`src/rtl/bbpd_majority_voter.sv`:
```
// ---------------------------------------------------------------------------
// bbpd_majority_voter
//
// Bang-bang (Alexander) phase detector followed by a decimating majority
// voter. Each valid UI supplies one data sample (B) and one edge sample (T).
// Together with the previous data sample (A), the pair is classified as
// early, late, no-transition or invalid. Votes accumulate over VOTE_LEN
// classified samples. When a window closes, at most one registered Up or Dn
// pulse is issued to the CDR loop filter.
//
// Handshake: en qualifies data_smp/edge_smp in the cycle it is high. There
// is no back-pressure; every en-high cycle is consumed.
//
// Ports:
//   clk      - sample-rate clock
//   rst_n    - asynchronous reset, active low
//   en       - data_smp/edge_smp valid this cycle
//   data_smp - data sample at UI centre (B)
//   edge_smp - edge sample between previous and current data (T)
//   Up       - late decision, one-cycle pulse
//   Dn       - early decision, one-cycle pulse
//   win_done - one-cycle pulse at every window close
//   inv_cnt  - saturating count of invalid {A,T,B} patterns since reset
// ---------------------------------------------------------------------------
module bbpd_majority_voter #(
  parameter int VOTE_LEN = 8,
  parameter int CNT_W    = 4,
  parameter int THRESH   = 1,
  parameter int INV_W    = 8
) (
  input  logic             clk,
  input  logic             rst_n,
  input  logic             en,
  input  logic             data_smp,
  input  logic             edge_smp,
  output logic             Up,
  output logic             Dn,
  output logic             win_done,
  output logic [INV_W-1:0] inv_cnt
);

  localparam logic        [CNT_W-1:0] LAST_CNT = CNT_W'(VOTE_LEN - 1);
  localparam logic signed [CNT_W:0]   THR_POS  = (CNT_W + 1)'(THRESH);
  localparam logic signed [CNT_W:0]   THR_NEG  = (CNT_W + 1)'(-THRESH);

  logic                    prev_data;
  logic                    prev_valid;
  logic        [CNT_W-1:0] cnt;
  logic signed [CNT_W:0]   net;

  logic                    is_trans;
  logic                    is_early;
  logic                    is_late;
  logic                    is_inv;
  logic signed [CNT_W:0]   vote;
  logic signed [CNT_W:0]   net_sum;
  logic                    counted;
  logic                    closing;

  // Classification of {A,T,B}. A transition is A!=B. The edge sample then
  // shows which side of the crossing the clock sits on. T==A means the edge
  // was sampled before the crossing (early). T==B means after it (late).
  // Without a transition, T differing from both samples is a glitch.
  always_comb begin
    is_trans = prev_data ^ data_smp;
    is_early = is_trans & (edge_smp == prev_data);
    is_late  = is_trans & (edge_smp == data_smp);
    is_inv   = ~is_trans & (edge_smp != prev_data);
    vote     = '0;
    if (is_late)
      vote = (CNT_W + 1)'(1);
    else if (is_early)
      vote = (CNT_W + 1)'(-1);
    net_sum  = net + vote;
    counted  = en & prev_valid;
    closing  = counted & (cnt == LAST_CNT);
  end

  always_ff @(posedge clk or negedge rst_n) begin
    if (!rst_n) begin
      prev_data  <= 1'b0;
      prev_valid <= 1'b0;
      cnt        <= '0;
      net        <= '0;
      Up         <= 1'b0;
      Dn         <= 1'b0;
      win_done   <= 1'b0;
      inv_cnt    <= '0;
    end else begin
      // Decision outputs are single-cycle pulses by construction.
      Up       <= 1'b0;
      Dn       <= 1'b0;
      win_done <= 1'b0;
      if (en) begin
        // prev_data carries across window boundaries. The first sample of
        // a window is therefore classified against the last sample of the
        // previous window.
        prev_data  <= data_smp;
        prev_valid <= 1'b1;
        if (prev_valid) begin
          if (is_inv && (inv_cnt != {INV_W{1'b1}}))
            inv_cnt <= inv_cnt + 1'b1;
          if (closing) begin
            // The closing sample's vote is included here and is not carried
            // into the next window.
            cnt      <= '0;
            net      <= '0;
            win_done <= 1'b1;
            Up       <= (net_sum >= THR_POS);
            Dn       <= (net_sum <= THR_NEG);
          end else begin
            cnt <= cnt + 1'b1;
            net <= net_sum;
          end
        end
      end
    end
  end

endmodule
```
`config.mk`:
```
export PLATFORM = sky130hd
export DESIGN_NAME = bbpd_majority_voter
export DESIGN_NICKNAME = d
export VERILOG_FILES = /design/src/rtl/bbpd_majority_voter.sv
export SDC_FILE = /design/constraint.sdc
export NUM_CORES = 1
export LEC_CHECK = 0
export BUFFER_PORTS_ARGS = -buffer_cell sky130_fd_sc_hd__buf_4
export CAP_MARGIN = 30
export CORE_ASPECT_RATIO = 1.1
export CORE_MARGIN = 3
export CORE_UTILIZATION = 35
export DETAILED_ROUTE_END_ITERATION = 8
export GPL_TIMING_DRIVEN = 1
export RECOVER_POWER = 100
export SLEW_MARGIN = 20
export SYNTH_ARGS = -nofsm -noshare
export SYNTH_HDL_FRONTEND = slang
export SYNTH_SLANG_ARGS = --single-unit
```
`constraint.sdc`:
```
create_clock -name clk -period 2.4 [get_ports clk]
set_input_delay 0 -clock clk [delete_from_list [all_inputs] [get_ports clk]]
set_output_delay 0 -clock clk [all_outputs]
set_load 0.05 [all_outputs]
```
Yosys cells after proc, flatten, opt, wreduce, memory -nomap -nowiden
Index checks and enable logic that the tools add are counted.
{"block": "word_totals", "register_bits": 22, "inputBits": 5, "wordCells": 41}
{"block": "op_classes", "add_sub_neg": 3, "order_cmp": 2, "eq_ne": 5, "mux": 13, "bitwise_logic": 7, "n_reduce_logical": 3}
{"operator": "$mux W5", "count": 3}
{"operator": "$mux W1", "count": 9}
{"operator": "$add A8 B1 Y8 const B", "count": 1}
{"operator": "$ne A8 B8 Y1 const B", "count": 1}
{"operator": "$add A5 B5 Y5", "count": 1}
{"operator": "$and A1 B1 Y1", "count": 5}
{"operator": "$ge A5 B2 Y1 const B", "count": 1}
{"operator": "$le A5 B1 Y1 const B", "count": 1}
{"operator": "$add A4 B1 Y4 const B", "count": 1}
{"operator": "$eq A4 B3 Y1 const B", "count": 1}
{"operator": "$mux W4", "count": 1}
{"operator": "$reduce_and A3 Y1", "count": 1}
{"operator": "$eq A1 B1 Y1", "count": 2}
{"operator": "$reduce_and A2 Y1", "count": 1}
{"operator": "$logic_and A1 B1 Y1", "count": 1}
{"operator": "$ne A1 B1 Y1", "count": 1}
{"operator": "$not A1 Y1", "count": 1}
{"operator": "$xor A1 B1 Y1", "count": 1}

Depth between registers and ports, before layout
{"block": "depth", "ltp_word": 9, "ltp_mapped": 7, "mapped_depth_nobuf": 7}

Least setup slack after synthesis
Ideal clock, no wire load.
{"block": "synth_timing", "path_type": "register to register", "from": "register prev_data", "to": "register Up", "setup_ns": 0.130, "arrival_time_ns": 1.883, "t_required_ns": 2.270, "slack_ns": 0.387, "stages_incl_launch_ff": 8, "n_path_buf": 0, "synth_period_minus_slack_ns": 2.013, "cell_sequence": "dfrtp_1 and3b_1 or2_2 fa_1 xnor2_1 nand3b_1 mux2i_1 nor4_1"}
{"block": "synth_via", "elab_chain_cells": 9}
{"element": "from (decl)", "line": "46", "source": "logic prev_data;"}
{"element": "from (signal assigned)", "line": "98", "source": "prev_data <= data_smp;"}
{"element": "$xor A1 B1 Y1 or $eq A1 B1 Y1 (tied branches)", "line": "65, 66"}
{"element": "$and A1 B1 Y1", "line": "66", "source": "is_early = is_trans & (edge_smp == prev_data);"}
{"element": "$mux W5", "line": "72", "source": "else if (is_early)"}
{"element": "$mux W5 *", "line": "70", "source": "if (is_late)"}
{"element": "$add A5 B5 Y5 *", "line": "74", "source": "net_sum = net + vote;"}
{"element": "$ge A5 B2 Y1 *", "line": "109", "source": "Up <= (net_sum >= THR_POS);"}
{"element": "$mux W1 *", "line": "103", "source": "if (closing) begin"}
{"element": "$mux W1 *", "line": "100", "source": "if (prev_valid) begin"}
{"element": "$mux W1 *", "line": "94", "source": "if (en) begin"}
{"element": "to (signal assigned)", "line": "109"}
{"element": "to (decl)", "line": "36", "source": "output logic Up,"}
Mark *: on every way between the ends. The rest lies on a longest branch, timed or not.
A chain may end at the register's enable or synchronous reset.

Final worst setup path
Same ends and word-level chain as after synthesis.

==> flow_summary_export.csv <==
group,metric,value,unit
logic_synthesis,syn_inst,120,
logic_synthesis,synthArstFlopShare,100,%
power,p_per_area,1060,nW/um^2
routing,wl_per_cell,12.5,um
setup_path,startpoint,"prev_data$_DFFE_PN0P_",
clock_tree,ctsResizeCount,0,
routing,drtIter0Drc,10,
outcome,status,"complete, no violations",
placement,place_hpwl,1.69,mm
logic_synthesis,syn_nets,132,
clock_tree,clk_latency,0.31,ns
power,peakVddDrop,505,uV
logic_synthesis,syn_avg_cell_area,9.98,sq um
setup_path,worst_ep_arrival_time,2.42,ns
clock_tree,h-tree-depth,1,
logic_synthesis,synth_ff_type,"dfrtp_1",
cells_and_area,drive_gt1_share,7.80,%
logic_synthesis,yosys_register_bits,22,
cells_and_area,fin_cells,175,
sta,slew_viol_final,0,
worst_hold_path,hold_path.class,"input port to flip-flop",
setup_path,crit_end,"Up$_DFF_PN0_",
clock_tree,numCtsBuffers,3,
floorplan,initial_core_util,38.0,%
power,p_leak,0.618,nW
sta,rsz0062_at_grt,"no",
logic_synthesis,synthTopCellsByArea,"dfrtp_1, ha_1, nand2_1",
logic_synthesis,synthTopCellsByCount,"dfrtp_1, nand2_1, nand3_1",
clock_tree,path_clk_slew,0.12,ns
logic_synthesis,yosysWarnings,0,
logic_synthesis,syn_area,1200,sq um
logic_synthesis,yosysTopAreaCell,"dfrtp_1",
sta,fmax,0.455,GHz
global_routing,antenna_found_initial,0,
clock_tree,cts_tree,"built",
placement,gp_congestion,0.731,
clock_tree,cts_buffer_depth,2,
routing,drtPass1Iterations,5,
cells_and_area,fin_util,43.0,%
cells_and_area,multi_input_area,611,sq um
floorplan,rows,21,
global_routing,grt_pass1_vias,915,
clock_tree,clock_sinks,22,
cells_and_area,area_delta_synth_final,13.3,%
sta,finalCritPeriodShare,91.6,%
setup_path,cp-start-kind,"flip-flop",
cells_and_area,antenna_cells,0,
floorplan,core_area,3150,sq um
clock_tree,cts_hold_buf,3,
sta,period_needed,2.20,ns
sta,skew,0.00193,ns
logic_synthesis,synth_edf_count,0,
setup_path,r2r-start,"prev_data$_DFFE_PN0P_",
routing,vias,934,
sta,finalSetupViolCount,0,
routing,drc_errors,0,
global_routing,grt_max_degree,23,
logic_synthesis,ys_types,37,
routing,ant_nets,0,
setup_path,cp_max_fo,6,
clock_tree,cts_root_buf,"clkbuf_4",
global_routing,overflow,0,
setup_path,endpoint_kind,"flip-flop",
placement,post-place-cells,168,
floorplan,die_h,67.3,um
global_routing,grt_pass1_wl,3.82,mm
global_routing,grtUsageTotal,12.4,%
placement,portBuffers,15,
logic_synthesis,synth_top_cell_area_share,46.0,%
setup_path,r2r-end,"Up$_DFF_PN0_",
setup_path,crit_required,2.62,ns
sta,worstMarginPinSlew,1.18,ns
setup_path,rrSetupSlack,0.20,ns
clock_tree,cts_setup_buffers,0,
floorplan,die_w,61.8,um
cells_and_area,fillCellCount,326,
setup_path,rr_worst_depth,7,
job,cap_violations,0,
routing,viasPerCell,5.34,
setup_path,crit_type,"flip-flop to flip-flop",
floorplan,num_io_pins,16,
sta,slew_headroom,21.1,%
logic_synthesis,ys_seq_area_share,46.0,%
logic_synthesis,synth_most_common_cell,"dfrtp_1",
cells_and_area,layout.nets,154,
routing,routed_wl,2.19,mm
cells_and_area,regArea,551,sq um
sta,fin_tns_setup,0,ns
sta,final_hold_viol_count,0,
floorplan,dieArea,4160,sq um
how the worst min path moves through the flow:
| stage | slack (ns) | end | start | depth (start not counted) |
|---|---|---|---|---|
| 6_report | 0.23 | inv_cnt[3]$_DFFE_PN0P_ | edge_smp | 4 |
| 5_1_grt | 0.25 | inv_cnt[3]$_DFFE_PN0P_ | edge_smp | 4 |
| 4_1_cts | 0.10 | Up$_DFF_PN0_ | rst_n | 2 |
| 3_5_place_dp | -0.09 | Up$_DFF_PN0_ | rst_n | 1 |
| 3_3_place_gp | -0.09 | win_done$_DFF_PN0_ | rst_n | 1 |
| 2_1_floorplan | -0.30 | Dn$_DFF_PN0_ | rst_n | 0 |
cell type report:
type | count | area share [%]
Clock buffer | 4 | 2.68
Sequential cell | 22 | 40.6
Multi-Input combinational cell | 93 | 45.0
Inverter | 3 | 0.830
Timing Repair Buffer | 19 | 7.75
Tap cell | 34 | 3.14
layout by cell type, fill, tap and decap left out, types with 2 or more instances in the layout:
master | Yosys | routed
a31oi_1 | 2 | 2
clkbuf_4 | 0 | 3
and2_0 | 0 | 2
xor2_1 | 3 | 3
nor2_1 | 4 | 4
buf_4 | 0 | 4
inv_1 | 3 | 3
a21o_1 | 2 | 2
nor4_1 | 2 | 2
o21ai_0 | 4 | 4
xnor2_1 | 2 | 2
nand3_1 | 7 | 7
o21a_1 | 3 | 3
nand2_1 | 19 | 19
ha_1 | 6 | 6
nand3b_1 | 2 | 2
nor3_1 | 6 | 7
dlygate4sd3_1 | 0 | 3
dfrtp_1 | 22 | 22
mux2_1 | 4 | 4
or2_2 | 2 | 2
clkbuf_1 | 2 | 12
a21oi_1 | 6 | 7
state kept, by name, indices dropped and copies added (netlist names):
name	flops
Dn	1
Up	1
cnt	4
inv_cnt	8
net	5
prev_data	1
prev_valid	1
win_done	1
stage by stage:
| stage | worst slack, ns | hold WS, ns | total power, mW | instance area [sq um] |
|---|---|---|---|---|
| 6_report | 0.201 | 0.228 | 1.44 | 1360 |
| 5_1_grt | 0.0529 | 0.246 | 1.56 | 1360 |
| 4_1_cts | 0.193 | 0.104 | 1.51 | 1420 |
| 3_5_place_dp | 0.221 | -0.0903 | 1.30 | 1350 |
| 3_3_place_gp | 0.248 | -0.0911 | 1.28 | 1350 |
| 2_1_floorplan | 0.387 | -0.296 | 1.11 | 1200 |
per-layer routing:
layer  global-route usage (%)  share of wire, %
met4                     5.57               1.4
met5                        0                 0
met1                     14.7                45
met3                     2.49               3.3
met2                     21.2                50
where the power goes:
part | internal [mW] | total, mW | switching [mW]
logic | 0.219 | 0.635 | 0.416
registers | 0.489 | 0.601 | 0.112
clock network | 0.0926 | 0.206 | 0.114
logic make-up (layout without fill, tap and decap cells):
family / count (synthesis) / in the layout / synth area share, %
compound gates: 23 / 23 / 12.7
simple gates: 52 / 52 / 22.6
xor+xnor: 5 / 5 / 3.66
mux: 6 / 6 / 5.54
buf+inv: 5 / 26 / 1.57
fa+ha+maj: 7 / 7 / 7.94
flops: 22 / 22 / 46.0
worst max-delay path, stage by stage (launching register included):
cell     delay [ns]
dfrtp_1        0.45
and3b_1        0.24
or2_2          0.36
ha_1           0.36
a21oi_1        0.20
and2_0         0.18
a21oi_1        0.07
nor4_1         0.26
Power figures use the tool's default switching activity.
